--- config.mk ---
export PLATFORM = sky130hd
export DESIGN_NAME = gen_board_ai
export DESIGN_NICKNAME = d
export VERILOG_FILES = /design/src/rtl/gen_board_ai_pkg.sv /design/src/rtl/gen_board_ai_line_chk.sv /design/src/rtl/gen_board_ai.sv
export SDC_FILE = /design/constraint.sdc
export NUM_CORES = 1
export LEC_CHECK = 0
export ABC_AREA = 1
export BUFFER_PORTS_ARGS = -buffer_cell sky130_fd_sc_hd__buf_2
export CORE_MARGIN = 2
export CORE_UTILIZATION = 66
export DETAILED_ROUTE_END_ITERATION = 12
export PLACE_DENSITY = 0.83
export RECOVER_POWER = 25
export SETUP_SLACK_MARGIN = 0.05
export SKIP_CTS_REPAIR_TIMING = 1
export SYNTH_ARGS = -nofsm -noshare
export SYNTH_HDL_FRONTEND = slang
export SYNTH_SLANG_ARGS = --single-unit
--- constraint.sdc ---
create_clock -name clk -period 7.7 [get_ports clk]
set_clock_uncertainty 0.05 [all_clocks]
set_input_delay 1.54 -clock clk [delete_from_list [all_inputs] [get_ports clk]]
set_output_delay 1.54 -clock clk [all_outputs]
set_load 0.01 [all_outputs]
--- src/rtl/gen_board_ai_pkg.sv ---
`default_nettype none
// ============================================================================
// Module      : gen_board_ai_pkg
// Description : Cell/winner codes, FSM states and line-direction helpers for
//               the board-game move selector (GEN_BOARD_AI_DIAG_EN adds
//               diagonal lines).
// Revision    : 1.0 - initial release
// ============================================================================
package gen_board_ai_pkg;

    localparam logic [1:0] c_cell_opp   = 2'd0;
    localparam logic [1:0] c_cell_ai    = 2'd1;
    localparam logic [1:0] c_cell_empty = 2'd2;
    localparam logic [1:0] c_cell_block = 2'd3;

    localparam logic [1:0] c_win_opp  = 2'd0;
    localparam logic [1:0] c_win_ai   = 2'd1;
    localparam logic [1:0] c_win_draw = 2'd2;
    localparam logic [1:0] c_win_none = 2'd3;

    // line starting at the cell vs. any line passing through the cell
    localparam logic c_mode_start = 1'b0;
    localparam logic c_mode_thru  = 1'b1;

    typedef enum logic [2:0] {
        S_IDLE = 3'd0,
        S_CHK  = 3'd1,
        S_AIW  = 3'd2,
        S_OPW  = 3'd3,
        S_FALL = 3'd4,
        S_DONE = 3'd5
    } state_t;

`ifdef GEN_BOARD_AI_DIAG_EN
    localparam int c_num_dirs = 4;
`else
    localparam int c_num_dirs = 2;
`endif

    // directions: 0 right, 1 down, 2 down-right, 3 down-left
    function automatic int dir_dr(input int d);
        case (d)
            0:       return 0;
            default: return 1;
        endcase
    endfunction

    function automatic int dir_dc(input int d);
        case (d)
            0:       return 1;
            1:       return 0;
            2:       return 1;
            default: return -1;
        endcase
    endfunction

endpackage
`default_nettype wire

--- src/rtl/gen_board_ai_line_chk.sv ---
`default_nettype none
// ============================================================================
// Module      : gen_board_ai_line_chk
// Description : Combinational K-in-a-line detector for one player at one cell,
//               either as the line start or as a cell the line passes through.
// Revision    : 1.0 - initial release
// ============================================================================
module gen_board_ai_line_chk
    import gen_board_ai_pkg::*;
#(
    parameter int N    = 3,
    parameter int K    = 3,
    parameter int IDXW = $clog2(N*N)
)
(
    input  logic [2*N*N-1:0] snapshot,
    input  logic [IDXW-1:0]  idx,
    input  logic [1:0]       player,
    input  logic             mode,
    output logic             hit
);

    int   w_r0, w_c0, w_dr, w_dc, w_sr, w_sc, w_rr, w_cc;
    logic w_run_ok;

    // In through-cell mode the cell at idx is treated as already holding player.
    always_comb begin
        hit      = 1'b0;
        w_r0     = int'(idx) / N;
        w_c0     = int'(idx) % N;
        w_dr     = 0;
        w_dc     = 0;
        w_sr     = 0;
        w_sc     = 0;
        w_rr     = 0;
        w_cc     = 0;
        w_run_ok = 1'b0;
        for (int d = 0; d < c_num_dirs; d++) begin
            w_dr = dir_dr(d);
            w_dc = dir_dc(d);
            for (int o = 0; o < K; o++) begin
                if (o == 0 || mode == c_mode_thru) begin
                    w_sr     = w_r0 - o * w_dr;
                    w_sc     = w_c0 - o * w_dc;
                    w_run_ok = 1'b1;
                    for (int k = 0; k < K; k++) begin
                        w_rr = w_sr + k * w_dr;
                        w_cc = w_sc + k * w_dc;
                        if (w_rr < 0 || w_rr >= N || w_cc < 0 || w_cc >= N) begin
                            w_run_ok = 1'b0;
                        end else if (!(mode == c_mode_thru && w_rr == w_r0 && w_cc == w_c0) &&
                                     snapshot[2*(w_rr*N + w_cc) +: 2] != player) begin
                            w_run_ok = 1'b0;
                        end
                    end
                    if (w_run_ok) begin
                        hit = 1'b1;
                    end
                end
            end
        end
    end

endmodule
`default_nettype wire

--- src/rtl/gen_board_ai.sv ---
`default_nettype none
// ============================================================================
// Module      : gen_board_ai
// Description : Sequential board scanner: detects finished games, then picks a
//               winning move, a blocking move or a fallback cell.
//               Define GEN_BOARD_AI_DIAG_EN to also score diagonal lines.
// Revision    : 1.0 - initial release
// ============================================================================
module gen_board_ai
    import gen_board_ai_pkg::*;
#(
    parameter int N = 3,
    parameter int K = 3
)
(
    input  logic                 clk,
    input  logic                 rst,
    input  logic [2*N*N-1:0]     board_state,
    input  logic                 start,
    output logic                 busy,
    output logic                 done,
    output logic [$clog2(N)-1:0] next_row,
    output logic [$clog2(N)-1:0] next_col,
    output logic                 move_valid,
    output logic                 game_over,
    output logic [1:0]           winner
);

    localparam int c_idxw = $clog2(N*N);
    localparam int c_rcw  = $clog2(N);
    localparam logic [c_idxw-1:0] c_last   = c_idxw'(N*N - 1);
    localparam logic [c_idxw-1:0] c_one    = c_idxw'(1);
    localparam logic [c_idxw-1:0] c_centre = c_idxw'((N/2)*N + N/2);

    state_t              r_state;
    logic [2*N*N-1:0]    r_snap;
    logic [c_idxw-1:0]   r_idx;
    logic [c_idxw-1:0]   r_first_empty;
    logic                r_have_empty;
    logic                r_busy;
    logic                r_done;
    logic                r_move_valid;
    logic                r_game_over;
    logic [1:0]          r_winner;
    logic [c_rcw-1:0]    r_next_row;
    logic [c_rcw-1:0]    r_next_col;

    logic w_chk_ai, w_chk_op, w_win_ai, w_blk_op;
    logic w_cell_empty, w_centre_empty;

    function automatic logic [c_rcw-1:0] row_of(input logic [c_idxw-1:0] i);
        return c_rcw'(i / c_idxw'(N));
    endfunction

    function automatic logic [c_rcw-1:0] col_of(input logic [c_idxw-1:0] i);
        return c_rcw'(i % c_idxw'(N));
    endfunction

    assign w_cell_empty   = (r_snap[{r_idx, 1'b0} +: 2] == c_cell_empty);
    assign w_centre_empty = (r_snap[2*int'(c_centre) +: 2] == c_cell_empty);

    gen_board_ai_line_chk #(.N(N), .K(K), .IDXW(c_idxw)) u_chk_ai (
        .snapshot(r_snap), .idx(r_idx), .player(c_cell_ai),  .mode(c_mode_start), .hit(w_chk_ai)
    );
    gen_board_ai_line_chk #(.N(N), .K(K), .IDXW(c_idxw)) u_chk_op (
        .snapshot(r_snap), .idx(r_idx), .player(c_cell_opp), .mode(c_mode_start), .hit(w_chk_op)
    );
    gen_board_ai_line_chk #(.N(N), .K(K), .IDXW(c_idxw)) u_win_ai (
        .snapshot(r_snap), .idx(r_idx), .player(c_cell_ai),  .mode(c_mode_thru),  .hit(w_win_ai)
    );
    gen_board_ai_line_chk #(.N(N), .K(K), .IDXW(c_idxw)) u_blk_op (
        .snapshot(r_snap), .idx(r_idx), .player(c_cell_opp), .mode(c_mode_thru),  .hit(w_blk_op)
    );

    always_ff @(posedge clk or posedge rst) begin
        if (rst) begin
            r_state       <= S_IDLE;
            r_snap        <= '0;
            r_idx         <= '0;
            r_first_empty <= '0;
            r_have_empty  <= 1'b0;
            r_busy        <= 1'b0;
            r_done        <= 1'b0;
            r_move_valid  <= 1'b0;
            r_game_over   <= 1'b0;
            r_winner      <= c_win_none;
            r_next_row    <= '0;
            r_next_col    <= '0;
        end else begin
            case (r_state)
                S_IDLE: begin
                    r_done <= 1'b0;
                    if (start) begin
                        r_snap        <= board_state;
                        r_idx         <= '0;
                        r_first_empty <= '0;
                        r_have_empty  <= 1'b0;
                        r_busy        <= 1'b1;
                        r_move_valid  <= 1'b0;
                        r_game_over   <= 1'b0;
                        r_winner      <= c_win_none;
                        r_state       <= S_CHK;
                    end else begin
                        r_busy <= 1'b0;
                    end
                end
                S_CHK: begin
                    if (w_chk_ai || w_chk_op) begin
                        r_game_over  <= 1'b1;
                        r_winner     <= w_chk_ai ? c_win_ai : c_win_opp;
                        r_move_valid <= 1'b0;
                        r_state      <= S_DONE;
                    end else begin
                        if (w_cell_empty && !r_have_empty) begin
                            r_have_empty  <= 1'b1;
                            r_first_empty <= r_idx;
                        end
                        if (r_idx == c_last) begin
                            r_idx <= '0;
                            if (!(r_have_empty || w_cell_empty)) begin
                                r_game_over <= 1'b1;
                                r_winner    <= c_win_draw;
                                r_state     <= S_DONE;
                            end else begin
                                r_state <= S_AIW;
                            end
                        end else begin
                            r_idx <= r_idx + c_one;
                        end
                    end
                end
                S_AIW: begin
                    if (w_cell_empty && w_win_ai) begin
                        r_next_row   <= row_of(r_idx);
                        r_next_col   <= col_of(r_idx);
                        r_move_valid <= 1'b1;
                        r_state      <= S_DONE;
                    end else if (r_idx == c_last) begin
                        r_idx   <= '0;
                        r_state <= S_OPW;
                    end else begin
                        r_idx <= r_idx + c_one;
                    end
                end
                S_OPW: begin
                    if (w_cell_empty && w_blk_op) begin
                        r_next_row   <= row_of(r_idx);
                        r_next_col   <= col_of(r_idx);
                        r_move_valid <= 1'b1;
                        r_state      <= S_DONE;
                    end else if (r_idx == c_last) begin
                        r_idx   <= '0;
                        r_state <= S_FALL;
                    end else begin
                        r_idx <= r_idx + c_one;
                    end
                end
                S_FALL: begin
                    r_next_row   <= w_centre_empty ? row_of(c_centre) : row_of(r_first_empty);
                    r_next_col   <= w_centre_empty ? col_of(c_centre) : col_of(r_first_empty);
                    r_move_valid <= 1'b1;
                    r_state      <= S_DONE;
                end
                S_DONE: begin
                    r_done  <= 1'b1;
                    r_state <= S_IDLE;
                end
                default: begin
                    r_state <= S_IDLE;
                end
            endcase
        end
    end

    assign busy       = r_busy;
    assign done       = r_done;
    assign next_row   = r_next_row;
    assign next_col   = r_next_col;
    assign move_valid = r_move_valid;
    assign game_over  = r_game_over;
    assign winner     = r_winner;

endmodule
`default_nettype wire

==> metrics.txt <==
status=complete, but fails checks; failing checks=capacitance limit, slew limit; Synth cell types=60; Routability Congestion=1.11; RSZ-0062 raised after global routing=false; post-route antenna net violation count=0; Starting Density=0.676; # diodes=0; CTS buffer count=5; dpl cell area=10,200 um^2; largest net degree at the start of global routing=41; crit start category=register; max_cap viols=1; CP arrival=7.28 ns; clk slew on worst S/H paths=0.06 ns; Post-Syn Area=9860 um^2; Post-synth top cells=nand2_1, inv_1, nor2_1; Mean Syn Cell Area=6.24 um^2; biggest cell delay along the critical path=0.50 ns; Synth Instances=1,580; Site Rows=44; CP max FO=11; min Tclk post-route=7.15 ns; Pre-antenna DRT Iters=6; Async SR Flop Fraction=1.00; Syn-to-layout area delta=4.93%; clk sinks=40; TritonCTS clock tree=built; DIE HEIGHT=126 um; Clock Latency Late Sink=0.29 ns; Crit Path Class=reg -> reg; CP Capture Type=register; FILL cells=1,345; first-pass GRT wire length=48,900 um; Routed WL=30,400 um; Iteration-0 DRC Markers=960; Worst Max-Slew Pin Slew=2.10 ns; Avg WL per Cell=16.9 um; total track usage=0.378; Overflow after GRT=0; Total Nets Final=1,768; Slew Limit Fails=41; Max Root-Sink Buffers=2; Hold Fails Final Rpt=0; Die ar.=15,900 um^2; critical path data required time=7.83 ns; most frequent cell after synthesis=nand2_1; vias in the first global route=9,737; TNS Setup=0 ns; cell family with most CP delay=simple AND/OR/NAND/NOR gates; clk root buf=clkbuf_16; share of the synthesized area in the top cell type=0.152; die width=126 um; Final Cycle Share=0.929; IO Port Bufs=30; Peak Freq=140 MHz; CP bufs+invs=6; Synthesized Nets=1,741; layout cells sized above 1=0.0933; Hold Crit Class=reg -> reg; Main synth FF type=dfrtp_1; core area=14,600 um^2; Seq cells post-synth=40; Synth area leader=nand2_1; # IOs=31; endpoints failing setup=0; YS warnings=0; Via density=5.89; most used cell along the critical path=nand2_1; design area=10,400 um^2; post-synthesis sequential area ratio=0.102; Max-slew headroom=-0.397; hpwl dp=24,500 um; DR vias=10,600; antenna violations before repair=0; H-tree depth=2; largest cells by area after synthesis=nand2_1, ha_1, dfrtp_1; slowest library cell on the worst path=fa_1; number of flops mapped to enable cells by yosys=0; DRC=0
registers in the layout (all words and copies together) (netlist names):
register / count
r_snap: 18
r_first_empty: 4
r_idx: 4
r_state: 3
next_col: 2
next_row: 2
winner: 2
busy: 1
done: 1
game_over: 1
move_valid: 1
r_have_empty: 1
kinds of logic (layout without fill, tap and decap cells):
family	count (synthesis)	after routing	share of synthesized area
AOI/OAI and AO/OA	212	212	0.120
xor gates and xnor gates	75	75	0.0666
adders and majority gates	140	140	0.198
buffers and inverters	278	305	0.114
DFF	40	40	0.102
muxes	5	5	0.00545
and+or+nand+nor	830	831	0.394
tightest hold or removal path: stages (launching register included):
cell	delay (ns)
dfstp_2	0.36
nand2_1	0.05
nand2_1	0.04
layer usage:
metal  vias to the layer above  global-route usage  wire length (um)
li1                       5149                   -                 -
met1                      4828               0.508             12700
met2                       494               0.636             13900
met3                        83              0.0455              2610
met4                         0               0.119              1170
met5                         -                   0                 0
layout by cell type, fill, tap and decap left out, types with 30 or more instances in the layout:
cell and instances:
ha_1 113, o21ai_0 81, nand4_1 34, nand2_1 399
dfrtp_1 37, a21oi_1 71, nor2_1 147, nand3_1 134
buf_2 30, inv_1 241, xor2_1 46
final timing paths:
kind	startpoint	to	slack (ns)	cells past startpoint
setup / recovery	r_idx[2]	next_col[0]	0.55	42
min in group asynchronous	rst	busy	1.96	3
max in group asynchronous	rst	r_idx[2]	4.29	3
hold / removal	winner[1]	winner[1]	0.41	2
hold reg to reg	winner[1]	winner[1]	0.41	2
setup reg to reg	r_idx[2]	next_col[0]	0.55	42
layout make-up:
| class | count | area [um^2] | area share |
|---|---|---|---|
| clock buffers | 5 | 125 | 0.0121 |
| clock inverters | 3 | 42.5 | 0.00411 |
| inverters | 256 | 970 | 0.0937 |
| multi-input cells | 1263 | 7750 | 0.749 |
| flip-flops and latches | 40 | 1000 | 0.0971 |
| well taps | 184 | 230 | 0.0222 |
| repair buffers | 41 | 229 | 0.0221 |
stage by stage:
| stage | utilization | hold WS, ns | std cells | setup WS [ns] |
|---|---|---|---|---|
| floorplan | - | 0.417 | 1580 | 0.955 |
| global route | 0.710 | 0.432 | 1792 | 0.0520 |
| global placement | 0.698 | 0.400 | 1783 | 0.793 |
| CTS | 0.709 | 0.415 | 1791 | 0.495 |
| detailed placement | 0.698 | 0.407 | 1783 | 0.521 |
| finish | 0.710 | 0.414 | 1792 | 0.549 |
Power is left out: the tool's default activity adds up to more than one toggle a clock period on the data nets, which glitch-free logic cannot reach.
